**src/rtl/rls_iter_ctrl.sv**
```systemverilog
// rls_iter_ctrl -- micro-op sequencer for a 2-tap RLS adaptive filter.
//
// Each accepted sample (x, d) runs one RLS iteration on a shared pipelined
// multiplier and a shared divider. The phases run in a fixed order:
//   PV(0-3) KDEN(4-5) DIV(k0,k1) YOUT(6-7) WUPD(8-9) KX(10-13) PUPD(14-21) DONE
// Each multiplier phase issues its ops back to back and then waits MUL_LAT
// cycles so that its last result has landed before the next phase reads it.
//
// Optional feature macro: RLS_DIV_TIMEOUT_EN -- abort the iteration and set
// a sticky err flag when the divider does not answer within DIV_TO cycles.
//
// Ports:
//   clk, reset (async, active low)
//   sample_valid / sample_ready      sample handshake
//   flush                            synchronous abort to IDLE
//   mul_issue, mul_op[4:0]           multiplier issue and operand select
//   res_we, res_idx[4:0]             multiplier result write-back
//   div_start, div_sel, div_done     divider handshake
//   k_we                             latch divider result into k[div_sel]
//   commit, y_valid                  end-of-iteration pulses
//   busy, err, iter_cnt[CNT_W-1:0]   status
module rls_iter_ctrl #(
  parameter int MUL_LAT = 2,
  parameter int DIV_TO  = 32,
  parameter int CNT_W   = 16
) (
  input  logic             clk,
  input  logic             reset,
  input  logic             sample_valid,
  output logic             sample_ready,
  input  logic             flush,
  output logic             mul_issue,
  output logic [4:0]       mul_op,
  output logic             res_we,
  output logic [4:0]       res_idx,
  output logic             div_start,
  output logic             div_sel,
  input  logic             div_done,
  output logic             k_we,
  output logic             commit,
  output logic             y_valid,
  output logic             busy,
  output logic             err,
  output logic [CNT_W-1:0] iter_cnt
);

  if (MUL_LAT < 1 || MUL_LAT > 7) begin : g_bad_lat
    $error("rls_iter_ctrl: MUL_LAT must be 1..7");
  end
  if (DIV_TO < 4 || DIV_TO > 255) begin : g_bad_to
    $error("rls_iter_ctrl: DIV_TO must be 4..255");
  end

  localparam logic [3:0] S_IDLE = 4'd0;
  localparam logic [3:0] S_PV   = 4'd1;
  localparam logic [3:0] S_KDEN = 4'd2;
  localparam logic [3:0] S_DIV  = 4'd3;
  localparam logic [3:0] S_YOUT = 4'd4;
  localparam logic [3:0] S_WUPD = 4'd5;
  localparam logic [3:0] S_KX   = 4'd6;
  localparam logic [3:0] S_PUPD = 4'd7;
  localparam logic [3:0] S_DONE = 4'd8;

  localparam logic [4:0] LAT5 = 5'(MUL_LAT);

  logic [3:0] state;
  logic [3:0] ph_cnt;      // cycle within a multiplier phase
  logic       div_ph;      // 0: k0 division, 1: k1 division
  logic       div_wait;    // start issued, waiting for div_done
  logic       mul_phase;
  logic [4:0] op_base;
  logic [3:0] n_ops;
  logic [3:0] nxt_state;
  logic       phase_last;
  logic       to_hit;
  logic       pipe_clr;

  // Phase table: first op code, op count and successor of each mul phase.
  always_comb begin
    mul_phase = 1'b1;
    op_base   = 5'd0;
    n_ops     = 4'd0;
    nxt_state = S_IDLE;
    case (state)
      S_PV:    begin op_base = 5'd0;  n_ops = 4'd4; nxt_state = S_KDEN; end
      S_KDEN:  begin op_base = 5'd4;  n_ops = 4'd2; nxt_state = S_DIV;  end
      S_YOUT:  begin op_base = 5'd6;  n_ops = 4'd2; nxt_state = S_WUPD; end
      S_WUPD:  begin op_base = 5'd8;  n_ops = 4'd2; nxt_state = S_KX;   end
      S_KX:    begin op_base = 5'd10; n_ops = 4'd4; nxt_state = S_PUPD; end
      S_PUPD:  begin op_base = 5'd14; n_ops = 4'd8; nxt_state = S_DONE; end
      default: mul_phase = 1'b0;
    endcase
  end

  assign phase_last = mul_phase &&
                      ({1'b0, ph_cnt} == ({1'b0, n_ops} + LAT5 - 5'd1));

  // All strobes are masked by flush so an aborted cycle has no side effects.
  assign sample_ready = (state == S_IDLE) & ~flush;
  assign busy         = (state != S_IDLE);
  assign mul_issue    = mul_phase & (ph_cnt < n_ops) & ~flush;
  assign mul_op       = mul_issue ? (op_base + {1'b0, ph_cnt}) : 5'd0;
  assign div_start    = (state == S_DIV) & ~div_wait & ~flush;
  assign div_sel      = div_ph;
  assign k_we         = (state == S_DIV) & div_wait & div_done & ~flush;
  assign commit       = (state == S_DONE) & ~flush;
  assign y_valid      = commit;

`ifdef RLS_DIV_TIMEOUT_EN
  logic [7:0] to_cnt;   // cycles since the last div_start
  logic       err_q;

  assign to_hit   = (state == S_DIV) & div_wait & ~div_done &
                    (to_cnt == 8'(DIV_TO - 1));
  assign pipe_clr = flush | to_hit;
  assign err      = err_q;

  always_ff @(posedge clk or negedge reset) begin
    if (!reset) begin
      to_cnt <= 8'd0;
      err_q  <= 1'b0;
    end else begin
      if (div_start)
        to_cnt <= 8'd1;
      else if ((state == S_DIV) && div_wait)
        to_cnt <= to_cnt + 8'd1;
      if (flush)
        err_q <= 1'b0;
      else if (to_hit)
        err_q <= 1'b1;
    end
  end
`else
  assign to_hit   = 1'b0;
  assign pipe_clr = flush;
  assign err      = 1'b0;
`endif

  // Sequencer
  always_ff @(posedge clk or negedge reset) begin
    if (!reset) begin
      state    <= S_IDLE;
      ph_cnt   <= 4'd0;
      div_ph   <= 1'b0;
      div_wait <= 1'b0;
      iter_cnt <= '0;
    end else if (flush) begin
      state    <= S_IDLE;
      ph_cnt   <= 4'd0;
      div_ph   <= 1'b0;
      div_wait <= 1'b0;
    end else begin
      case (state)
        S_IDLE: begin
          if (sample_valid) begin
            state  <= S_PV;
            ph_cnt <= 4'd0;
          end
        end
        S_DIV: begin
          if (!div_wait) begin
            div_wait <= 1'b1;
          end else if (div_done) begin
            div_wait <= 1'b0;
            if (div_ph) begin
              div_ph <= 1'b0;
              state  <= S_YOUT;
            end else begin
              div_ph <= 1'b1;
            end
          end else if (to_hit) begin
            div_wait <= 1'b0;
            div_ph   <= 1'b0;
            state    <= S_IDLE;
          end
        end
        S_DONE: begin
          state    <= S_IDLE;
          iter_cnt <= iter_cnt + 1'b1;
        end
        default: begin
          if (phase_last) begin
            ph_cnt <= 4'd0;
            state  <= nxt_state;
          end else begin
            ph_cnt <= ph_cnt + 4'd1;
          end
        end
      endcase
    end
  end

  // Result pipeline: issue strobe and op code delayed by MUL_LAT cycles.
  logic [MUL_LAT-1:0]      vld_pipe;
  logic [MUL_LAT-1:0][4:0] idx_pipe;

  always_ff @(posedge clk or negedge reset) begin
    if (!reset) begin
      vld_pipe <= '0;
      idx_pipe <= '0;
    end else if (pipe_clr) begin
      vld_pipe <= '0;
      idx_pipe <= '0;
    end else begin
      vld_pipe[0] <= mul_issue;
      idx_pipe[0] <= mul_op;
      for (int i = 1; i < MUL_LAT; i++) begin
        vld_pipe[i] <= vld_pipe[i-1];
        idx_pipe[i] <= idx_pipe[i-1];
      end
    end
  end

  assign res_we  = vld_pipe[MUL_LAT-1] & ~flush;
  assign res_idx = idx_pipe[MUL_LAT-1];

endmodule

```
**config.mk**
```make
export PLATFORM = sky130hd
export DESIGN_NAME = rls_iter_ctrl
export DESIGN_NICKNAME = d
export VERILOG_FILES = /design/src/rtl/rls_iter_ctrl.sv
export SDC_FILE = /design/constraint.sdc
export NUM_CORES = 1
export LEC_CHECK = 0
export BUFFER_PORTS_ARGS = -buffer_cell sky130_fd_sc_hd__buf_2
export CELL_PAD_IN_SITES_DETAIL_PLACEMENT = 1
export CELL_PAD_IN_SITES_GLOBAL_PLACEMENT = 1
export CORE_MARGIN = 2
export CORE_UTILIZATION = 40
export DETAILED_ROUTE_END_ITERATION = 10
export PLACE_DENSITY_LB_ADDON = 0.3
export SLEW_MARGIN = 15
export SYNTH_ARGS = -nofsm -noshare
export SYNTH_HDL_FRONTEND = slang
export SYNTH_SLANG_ARGS = --single-unit
```
**constraint.sdc**
```tcl
create_clock -name clk -period 4.8 [get_ports clk]
set_input_delay 0.72 -clock clk [delete_from_list [all_inputs] [get_ports clk]]
set_output_delay 0.72 -clock clk [all_outputs]
set_load 0.03 [all_outputs]
```
# Word level (Yosys, flattened, before mapping)
# Cells that the tools add are included.
# W data, S select, Z words.
# word_totals
reg_bits,38
input_bits,5
output_inout_bits,36
wordCells,82
# op_classes
n_addsub,5
order_cmp,1
n_eq_ne,14
muxes,27
n_bitwise,12
reduce_logical,15
# op_table
operator,count
$mux W4,9
$pmux W4 S3,2
$pmux W4 S6,1
$pmux W4 S5,1
$add A16 B1 Y16 const B,1
$eq A4 B3 Y1 const B,4
$ne A3 B3 Y1 const B,4
$and A1 B1 Y1,10
$mux W1,10
$mux W10,1
$eq A4 B2 Y1 const B,2
$pmux W4 S2,1
$reduce_bool A2 Y1,3
$reduce_or A6 Y1,1
$add A4 B2 Y5 const B,1
$add A5 B4 Y5,1
$eq A4 B5 Y1,1
$mux W5,1
$reduce_and A5 Y1,1
$reduce_bool A5 Y1,1
$sub A5 B1 Y5 const B,1
$add A4 B1 Y4 const B,1
$eq A4 B1 Y1 const B,1
$eq A4 B4 Y1 const B,1
11 further kinds,14

# Depth between registers and ports, before layout
# Gate-level depths: netlist of run 1.
# logic_depth
depth_word,10
ltp_mapped,12
depth_no_buf,10

# Worst setup path before layout of run 1
# OpenSTA, ideal clock, no wires.
# synth_path
path_type,reg-to-output
from,register state[0]
to,output port mul_op[1]
arrival_time_ns,2.725
required_time_ns,4.080
path_slack_ns,1.355
stages_incl_launch_ff,13
path_buffers,3
cell_sequence,dfrtp_1 > buf_2 > clkbuf_1 > nand2b_1 > o21ai_0 > nand2_1 > ha_1 > nor2b_1 > o21ai_0 > or4b_1 > buf_2 > inv_1 > and2_1
# synth_between
elab_chain_len,7
word_cells_on_any_way,17
classes_between,add/sub: 1; order compare: 1; eq/ne: 6; mux: 4; bitwise: 2; reduce/logical: 3
# synth_rtl
item,line,rtl
from (decl),66,logic [3:0] state;
from (signal assigned),184,state <= nxt_state;
$eq A4 B3 Y1 (tied with other cells),84,case (state)
$reduce_or A3 Y1 (no line) or $reduce_or A2 Y1 (tied branches),--,
$pmux W4 S3,84,
$lt A4 B4 Y1,101,assign mul_issue = mul_phase & (ph_cnt < n_ops) & ~flush;
$and A1 B1 Y1 (*) (2 in series),101,
named net mul_issue,32,"output logic mul_issue,"
$mux W5 (*),102,"assign mul_op = mul_issue ? (op_base + {1'b0, ph_cnt}) : 5'd0;"
to (decl),33,"output logic [4:0] mul_op,"
# The timed path passes the listed nets; every way through them passes the cells marked *.

# Final worst setup path of run 1
# layout_path
from,register state[0]
to,output port mul_op[1]
# layout_between
elab_chain_len,7
word_cells_on_any_way,17
classes_between,add/sub: 1; order compare: 1; eq/ne: 6; mux: 4; bitwise: 2; reduce/logical: 3
# layout_rtl
item,line
$eq A4 B3 Y1 (tied with other cells),84
$reduce_or A3 Y1 (no line) or $reduce_or A2 Y1 (tied branches),--
$pmux W4 S3,84
$lt A4 B4 Y1,101
$and A1 B1 Y1 (2 in series),101
$mux W5 (*),102
# Mark *: on every way between the ends. The rest lies on a longest branch, timed or not.

==> results of run 1 <==
==> sequential cells by signal, indices dropped and copies added, names as in the netlist <==
name	flops
div_wait	1
state	4
res_idx	5
div_sel	1
vld_pipe	2
iter_cnt	16
idx_pipe	5
ph_cnt	4
==> worst max-delay path: stages (launching register included) <==
cell,delay (ns)
dfrtp_1,0.57
nand2b_1,0.27
o21ai_0,0.19
nand2_1,0.07
ha_1,0.29
nor2b_1,0.14
o21ai_0,0.14
or4b_1,0.61
inv_1,0.16
and2_1,0.14
buf_2,0.19
==> report_power, final <==
part / internal [uW] / leakage [uW] / switching [uW]
sequential: 352 / 0.000522 / 57.2
clock: 222 / 0.0000714 / 117
combinational: 133 / 0.000630 / 218
==> final timing paths <==
kind / cells after the start / end / slack [ns] / startpoint
min reg2reg: 1 / res_idx[3] / 0.46 / idx_pipe[3]
max in group asynchronous: 1 / iter_cnt[6] / 3.74 / reset
min: 1 / res_idx[3] / 0.46 / idx_pipe[3]
max reg2reg: 7 / state[3] / 1.80 / state[0]
min in group asynchronous: 1 / res_idx[3] / 0.53 / reset
max: 10 / mul_op[1] / 1.01 / state[0]
==> layer usage <==
| metal | vias to the layer above | wire (um) | GRT usage [%] | share of wire [%] |
|---|---|---|---|---|
| met5 | - | 0 | 0 | 0 |
| met4 | 0 | 58 | 5.85 | 1.3 |
| met3 | 6 | 141 | 4.37 | 3.2 |
| met2 | 25 | 2180 | 27.2 | 49 |
| met1 | 793 | 2050 | 23.0 | 46 |
| li1 | 763 | - | - | - |
==> per-stage QoR <==
stage / cell area, um2 / setup WS, ns
after floorplan: 2060 / 1.35
after global placement: 2250 / 1.51
after detailed placement: 2250 / 1.39
after CTS: 2390 / 1.01
after global routing: 2390 / 0.801
final: 2390 / 1.01
==> layout make-up <==
class / instances / area [um2]
flip-flops and latches: 38 / 951
clock buffers: 6 / 82.6
clock inverters: 2 / 60.1
repair buffers: 39 / 195
fillers: 609 / 2650
inverters: 11 / 41.3
multi-input cells: 146 / 972
well taps: 70 / 87.6
==> placed cells by master (no fill, tap or decap), types with 2 or more instances in the layout <==
master / count
a21oi_1: 5
a31oi_1: 3
and2_1: 3
and3_1: 5
buf_2: 39
bufinv_16: 2
clkbuf_8: 6
dfrtp_1: 38
ha_1: 8
inv_1: 11
mux2_2: 2
nand2_1: 16
nand2b_1: 4
nand3_1: 7
nand4_1: 6
nor2_1: 23
nor2b_1: 8
nor3_1: 4
nor3_4: 2
nor4_1: 4
o21ai_0: 5
o21bai_1: 2
or2_2: 2
or3_1: 2
or4_4: 2
xnor2_1: 12
xor2_1: 7
==> logic make-up after synthesis <==
group | count (synthesis)
xor gates and xnor gates | 19
AOI/OAI and AO/OA | 23
muxes | 3
buffers and inverters | 26
and+or+nand+nor | 91
other | 1
adders and majority gates | 9
DFF | 38
==> summary.txt, run 1 <==
Synthesis
  – Syn_area_per_cell: 9.80 um2
  – Flops & latches, synth: 38
  – Area fraction in and, or, nand and nor cells after synthesis: 24.1%
  – Synth warn: 0
  – Top cells by count, synth: dfrtp_1 (38), nor2_1 (23), nand2_1 (16)
  – Most frequent cell after synthesis: dfrtp_1
  – Seq/Total Area, Yosys: 46.2%
  – Area leader, netlist: dfrtp_1
  – Post-synthesis mux area share: 1.58%
  – EDFF count, synth: 0
  – Mapped cell area: 0.00206 mm2
  – Synth async-reset ratio: 100%
  – Main synth FF type: dfrtp_1
  – Synth area leaders: dfrtp_1 (46%), xnor2_1 (5.1%), ha_1 (4.9%)
  – Synth top area share: 46.2%
  – Post-Synthesis Cells: 210
  – Compound-Gate Fraction of Synth Area: 7.42%
  – Mapped Nets: 224
  – Yosys cell types: 42
  – Main combinational cell family by area after synthesis: simple AND/OR/NAND/NOR gates
  – Xor/xnor cell area share of the yosys netlist: 8.09%
  – Post-Synth Adder-Cell Area: 5.84%

Timing
  – Max_slew headroom: 44.2%
  – Max frequency: 264 MHz
  – Setup Skew: 0.00723 ns
  – Worst-margin pin slew: 0.837 ns
  – Fin Setup TNS: 0 ns
  – Period utilisation layout: 79.0%
  – RSZ-0062 raised after global routing: false
  – Worst hold margin: 0.465 ns
  – Final setup fails: 0
  – Fin crit period: 3.79 ns
  – Pins Over Slew Limit: 0
  – Final Hold Fails: 0

Drt
  – First-pass DRT Iterations: 4
  – DRC violations left: 0
  – DR iter-0 viols: 66
  – Routed length per placed instance: 14.2 um
  – WL final: 4430 um
  – Vias per cell: 5.09
  – Via count: 1587
  – Post-DRT Antenna Nets: 0

Power
  – VDD IR max: 206 uV
  – Total Power: 1100 uW
  – Leakage: 0.00122 uW
  – Power per cell area: 460 mW/mm2

Global routing
  – Initial antenna violation count: 0
  – Global-route usage over all layers: 17.2%
  – Congestion Overflow GR: 0
  – Largest net degree at the start of global routing: 39
  – First-pass GRT wire length: 7300 um
  – Vias in the first global route: 1501

Layout
  – Nets: 255
  – Share of cells above drive strength 1: 23.6%
  – Synth-to-Final Area Change: 16.2%
  – # diodes: 0
  – Final cell count without fillers: 312
  – Final Util: 47.4%

Setup path
  – Req. time, crit path: 4.08 ns
  – Crit path arrival time: 3.07 ns
  – Crit Path Category: flip-flop to output port
  – CP Max Fanout: 17
  – Startpoint types: flip-flop
  – Endpoint class of the critical path: output port

CTS
  – TritonCTS Buffers: 5
  – Clk slew on worst S/H paths: 0.08 ns
  – Post-CTS resize count: 0
  – H-Tree Depth: 2
  – Max Root-Sink Buffers: 2
  – Clock sinks: 38
  – TritonCTS clock tree: done
  – CTS Root Cell: clkbuf_8
  – Postcts setup bufs: 0
  – # hold bufs at CTS: 0
  – Clock latency at the later pin of the worst-skew pair: 0.29 ns

Floorplanning
  – Area of the core: 0.00504 mm2
  – Die W: 75.7 um
  – Starting Density: 40.8%
  – Die ar.: 0.00573 mm2
  – DIE HEIGHT: 75.7 um
  – Site Rows: 26
  – Ports: 41

Run
  – Max-cap violations: 0

Placed design
  – DP HPWL: 3250 um
  – Routability cong.: 0.764
  – Placed insts: 304
  – Port bufs: 39

Run status
  – Status: complete, no violations

Min path
  – Tightest Hold Check Type: flip-flop to flip-flop
No activity file was read; power rests on OpenSTA's default activity.
==> inputs of run 2 (changes only) <==
- clock period: 4.8 -> 3.9 ns (I/O delays scaled with it)
==> run 2 against run 1 <==
- critical path depth did not move
- clock skew rose by 0.0013 ns
- combinational power rose by 24%
- routed wire length rose by 1.7%
- clock power fell by 17%
- critical path type unchanged
- largest power group unchanged
==> summary.txt, run 2 (synthesized netlist as in run 1, its figures left out) <==
CTS
  – Max Root-Sink Buffers: 2 (unchanged)
  – # hold bufs at CTS: 0 (unchanged)
  – H-Tree Depth: 2 (unchanged)
  – Clock latency at the later pin of the worst-skew pair: 0.29 ns (about the same)
  – Post-CTS resize count: 0 (unchanged)
  – Postcts setup bufs: 0 (unchanged)
  – Clock sinks: 38 (unchanged)
  – Clk slew on worst S/H paths: 0.08 ns (about the same)
  – TritonCTS Buffers: 5 (unchanged)
  – TritonCTS clock tree: done (unchanged)
  – CTS Root Cell: clkbuf_8 (unchanged)

Global routing
  – Congestion Overflow GR: 0 (unchanged)
  – Largest net degree at the start of global routing: 39 (unchanged)
  – First-pass GRT wire length: 7310 um (was 7300 um)
  – Global-route usage over all layers: 17.2% (about the same)
  – Vias in the first global route: 1490 (was 1501)
  – Initial antenna violation count: 0 (unchanged)

Layout
  – FF+latch area: 951 um2 (unchanged)
  – # diodes: 0 (unchanged)
  – Filler cell count in the final layout: 602 (was 609)
  – Share of cells above drive strength 1: 23.9% (was 23.6%)
  – Reg with most FFs: iter_cnt (unchanged)
  – Most common cell after layout, fill and taps aside: buf_2 (unchanged)
  – Most frequent cells in the layout: buf_2 (39), dfrtp_1 (38), nor2_1 (23), nand2_1 (16), xnor2_1 (12) (unchanged)
  – Nets: 256 (was 255)
  – Area of the multi-input gates: 972 um2 (unchanged)
  – Max reg flops: 16 (unchanged)
  – Final cell count without fillers: 313 (was 312)
  – Synth-to-Final Area Change: 14.2% (was 16.2%)

Drt
  – Vias per cell: 5.00 (was 5.09)
  – Via count: 1564 (was 1587)
  – Routed length per placed instance: 14.4 um (was 14.2 um)
  – WL final: 4500 um (was 4430 um)
  – DRC violations left: 0 (unchanged)
  – DR iter-0 viols: 17 (was 66)
  – First-pass DRT Iterations: 4 (unchanged)
  – Post-DRT Antenna Nets: 0 (unchanged)

Run status
  – Status: complete, no violations (unchanged)

Placed design
  – Routability cong.: 0.770 (was 0.764)
  – Placed insts: 305 (was 304)
  – Port bufs: 39 (unchanged)
  – DP HPWL: 3330 um (was 3250 um)

Timing
  – Final setup fails: 0 (unchanged)
  – Worst-margin pin slew: 0.878 ns (was 0.837 ns)
  – Fin Setup TNS: 0 ns (unchanged)
  – Pins Over Slew Limit: 0 (unchanged)
  – RSZ-0062 raised after global routing: false (unchanged)
  – Fin crit period: 3.60 ns
  – Setup Skew: 0.00855 ns (was 0.00723 ns)
  – Max_slew headroom: 41.4% (was 44.2%)
  – Period utilisation layout: 92.3%
  – Final Hold Fails: 0 (unchanged)
  – Max frequency: 278 MHz

Power
  – Sw power: 476 uW (was 392 uW)
  – Design internal power: 740 uW (was 707 uW)
  – Clock power share: 23.1% (was 30.8%)
  – VDD IR max: 290 uV (was 206 uV)
  – Combinational power share: 35.7% (was 32.0%)
  – Sw Ratio: 39.1% (was 35.7%)
  – Share of power burned in registers: 41.2% (was 37.2%)
  – Leakage: 0.00120 uW (was 0.00122 uW)
  – Power per cell area: 518 mW/mm2 (was 460 mW/mm2)

Setup path
  – Worst Reg-to-Reg Cells: 7 (unchanged)
  – R2r setup slk: 0.91 ns (was 1.80 ns)
  – Req. time, crit path: 3.31 ns (was 4.08 ns)
  – Crit path arrival time: 3.01 ns (was 3.07 ns)
  – Crit Path Category: flip-flop to output port (unchanged)
  – CP peak stage delay: 0.61 ns (about the same)
  – Worst r2r dst: state[3] (unchanged)
  – CP max stage cell: or4b_1 (unchanged)
  – Startpoint types: flip-flop (unchanged)
  – R2R Path Start: state[0] (unchanged)
  – Endpoint class of the critical path: output port (unchanged)
  – CP dominant cell by count: o21ai_0 (unchanged)
  – CP Cell Sequence: nand2b_1, o21ai_0, nand2_1, ha_1, nor2b_1, o21ai_0, or4b_1, inv_1, and2_1, buf_2 (unchanged)
  – CP Max Fanout: 17 (unchanged)

Floorplanning
  – Die ar.: 0.00573 mm2 (unchanged)
  – Die W: 75.7 um (unchanged)
  – Starting Density: 40.8% (unchanged)
  – DIE HEIGHT: 75.7 um (unchanged)
  – Site Rows: 26 (unchanged)
  – Area of the core: 0.00504 mm2 (unchanged)
  – Ports: 41 (unchanged)

Run
  – Max-cap violations: 0 (unchanged)

Min path
  – Tightest Hold Check Type: input port to async pin (was flip-flop to flip-flop)
==> run 2: per-layer routing <==
layer  share of wire (%)  track usage (%)
met1                  47             23.2
met2                  48             27.6
met3                 2.9             3.97
met4                 1.3             5.26
met5                   0                0
==> run 2: power by group through the flow <==
stage | combinational (uW) | clock, uW | sequential, uW
2_1_floorplan | 375 | 0 | 475
3_3_place_gp | 428 | 0 | 506
3_5_place_dp | 435 | 0 | 508
4_1_cts | 439 | 295 | 500
5_1_grt | 486 | 313 | 511
6_report | 434 | 282 | 501
==> run 2: worst max-delay path by stage <==
stage               startpoint   endpoint  depth (start not counted)
floorplan             state[0]  mul_op[1]                         12
global placement      state[0]  mul_op[1]                         10
detailed placement    state[0]  mul_op[1]                         10
CTS                   state[0]  mul_op[1]                         10
global route          state[0]  mul_op[1]                         10
finish                state[0]  mul_op[1]                         10
==> run 2: cell type report <==
class / instances / share of cell area (%)
multi-input combinational: 146 / 41.4
sequential: 38 / 40.5
timing repair buffer: 40 / 8.63
tap: 70 / 3.73
clock buffer: 6 / 3.51
inverter: 11 / 1.76
clock inverter: 2 / 0.532
==> run 2: metrics by stage <==
stage               worst slack, ns  total power [uW]  util, %  hold WS, ns  cell area, um2
CTS                           0.282              1230     46.6        0.428            2350
detailed placement            0.599               943     44.7        0.454            2250
global route                 0.0706              1310     46.6        0.471            2350
finish                        0.301              1220     46.6        0.416            2350
floorplan                     0.590               850        -        0.289            2060
global placement              0.739               934     44.7        0.446            2250
==> run 2: worst max-delay path: cells and delay by family, from the launching register on <==
family | cells | cell delay, ns
compound gates | 2 | 0.30
simple gates | 5 | 1.21
flops | 1 | 0.55
buf+inv | 2 | 0.36
fa+ha+maj | 1 | 0.29
==> inputs of run 3 (changes only) <==
==> constraint.sdc (replaced) <==
create_clock -name clk -period 3.9 [get_ports clk]
set_input_delay 0.39 -clock clk [delete_from_list [all_inputs] [get_ports clk]]
set_output_delay 0.39 -clock clk [all_outputs]
set_load 0.03 [all_outputs]
==> run 3 against run 2 <==
- combinational power hardly changed
- setup slack better by 0.18 ns
- clock-buffer cell count is the same
- critical path depth stayed put
- cell count stayed put
- critical path type unchanged
==> summary.txt, run 3 (synthesized netlist as in run 1, its figures left out) <==
Run status
  – Status: complete, no violations (unchanged)

Floorplanning
  – Area of the core: 0.00504 mm2 (unchanged)
  – DIE HEIGHT: 75.7 um (unchanged)
  – Site Rows: 26 (unchanged)
  – Die W: 75.7 um (unchanged)
  – Die ar.: 0.00573 mm2 (unchanged)
  – Ports: 41 (unchanged)
  – Starting Density: 40.8% (unchanged)

Setup path
  – CP Max Fanout: 17 (unchanged)
  – Crit path arrival time: 3.03 ns (was 3.01 ns)
  – Crit Path Category: flip-flop to output port (unchanged)
  – Req. time, crit path: 3.51 ns (was 3.31 ns)
  – Startpoint types: flip-flop (unchanged)
  – Endpoint class of the critical path: output port (unchanged)

Timing
  – Final setup fails: 0 (unchanged)
  – Final Hold Fails: 0 (unchanged)
  – RSZ-0062 raised after global routing: false (unchanged)
  – Fin Setup TNS: 0 ns (unchanged)
  – Pins Over Slew Limit: 0 (unchanged)
  – Fin crit period: 3.42 ns (was 3.60 ns)
  – Setup Skew: 0.00680 ns (was 0.00855 ns)
  – Period utilisation layout: 87.8% (was 92.3%)
  – Worst-margin pin slew: 0.859 ns (was 0.878 ns)
  – Max_slew headroom: 42.7% (was 41.4%)
  – Max frequency: 292 MHz (was 278 MHz)

CTS
  – Clock latency at the later pin of the worst-skew pair: 0.29 ns (about the same)
  – Clk slew on worst S/H paths: 0.08 ns (about the same)
  – Post-CTS resize count: 0 (unchanged)
  – Max Root-Sink Buffers: 2 (unchanged)
  – TritonCTS clock tree: done (unchanged)
  – # hold bufs at CTS: 0 (unchanged)
  – TritonCTS Buffers: 5 (unchanged)
  – Clock sinks: 38 (unchanged)
  – H-Tree Depth: 2 (unchanged)
  – Postcts setup bufs: 0 (unchanged)
  – CTS Root Cell: clkbuf_8 (unchanged)

Layout
  – Synth-to-Final Area Change: 16.5% (was 14.2%)
  – Most common cell after layout, fill and taps aside: buf_2 (unchanged)
  – Nets: 256 (unchanged)
  – Most frequent cells in the layout: buf_2 (39), dfrtp_1 (38), nor2_1 (23), nand2_1 (16), xnor2_1 (12) (unchanged)
  – Max reg flops: 16 (unchanged)
  – Share of cells above drive strength 1: 23.9% (unchanged)
  – # diodes: 0 (unchanged)
  – Reg with most FFs: iter_cnt (unchanged)
  – Final Util: 47.5% (was 46.6%)

Placed design
  – DP HPWL: 3240 um (was 3330 um)
  – Routability cong.: 0.771 (was 0.770)
  – Port bufs: 39 (unchanged)

Global routing
  – Initial antenna violation count: 0 (unchanged)
  – Vias in the first global route: 1438 (was 1490)
  – Global-route usage over all layers: 16.6% (was 17.2%)
  – Largest net degree at the start of global routing: 39 (unchanged)
  – Congestion Overflow GR: 0 (unchanged)
  – First-pass GRT wire length: 7010 um (was 7310 um)

Drt
  – First-pass DRT Iterations: 4 (unchanged)
  – DR iter-0 viols: 37 (was 17)
  – Routed length per placed instance: 14.1 um (was 14.4 um)
  – WL final: 4430 um (was 4500 um)
  – Vias per cell: 4.96 (was 5.00)
  – DRC violations left: 0 (unchanged)
  – Via count: 1554 (was 1564)
  – Post-DRT Antenna Nets: 0 (unchanged)

Power
  – Power per cell area: 565 mW/mm2 (was 518 mW/mm2)
  – VDD IR max: 245 uV (was 290 uV)
  – Leakage: 0.00123 uW (was 0.00120 uW)

Min path
  – Tightest Hold Check Type: input port to async pin (unchanged)

Run
  – Max-cap violations: 0 (unchanged)
[run 3: cell types whose count changed in the layout (fill, tap and decap cells not counted), sizes merged]
cell,previous run,this run
clkinv,1,0
clkinvlp,1,0
bufinv,0,2
[run 3: final timing paths]
| check | cells after the start | slack (ns) | start | end |
|---|---|---|---|---|
| worst max-delay path | 10 | 0.48 | state[0] | mul_op[1] |
| worst min-delay path | 1 | 0.21 | reset | idx_pipe[0] |
| worst max register to register | 7 | 0.88 | state[0] | state[0] |
| worst min register to register | 1 | 0.46 | idx_pipe[3] | res_idx[3] |
| max in group asynchronous | 1 | 3.16 | reset | state[1] |
| min in group clk | 1 | 0.46 | idx_pipe[3] | res_idx[3] |
[run 3: power breakdown]
group          switching (uW)  total (uW)  internal [uW]
logic                     272         436            164
registers                68.7         502            433
clock network             143         416            273
total                     484        1350            870
[run 3: area by class of cell]
cell class,instances,area (um2)
Clock buffer,6,82.6
Clock inverter,2,60.1
Fill cell,613,2650
Inverter,11,41.3
Multi-Input combinational cell,146,972
Sequential cell,38,951
Tap cell,70,87.6
Timing Repair Buffer,40,203
[run 3: worst max-delay path, cell delays in order, from the launching register on]
cell and delay, ns:
dfrtp_1 0.56, nand2b_1 0.27, o21ai_0 0.19, nand2_1 0.08, ha_1 0.28, nor2b_1 0.13, o21ai_0 0.11, or4b_1 0.61
inv_1 0.16, and2_1 0.14, buf_2 0.20
[run 3: layer usage]
metal	routed length, um	GRT usage [%]	vias up	part of all wire (%)
met5	0	0	-	0
met4	63	6.24	0	1.4
met3	149	4.37	7	3.4
met2	2060	25.4	25	46
met1	2160	22.6	751	49
li1	-	-	771	-
[run 3: metrics by stage]
stage	total power [uW]	hold slack, ns	worst slack (ns)	instance area, um2	cells
after detailed placement	945	0.454	0.790	2250	305
after floorplan	850	0.0944	0.785	2060	210
final	1350	0.205	0.477	2400	313
after global routing	1450	0.267	0.259	2400	313
after global placement	933	0.445	0.939	2250	305
after CTS	1370	0.236	0.454	2400	313
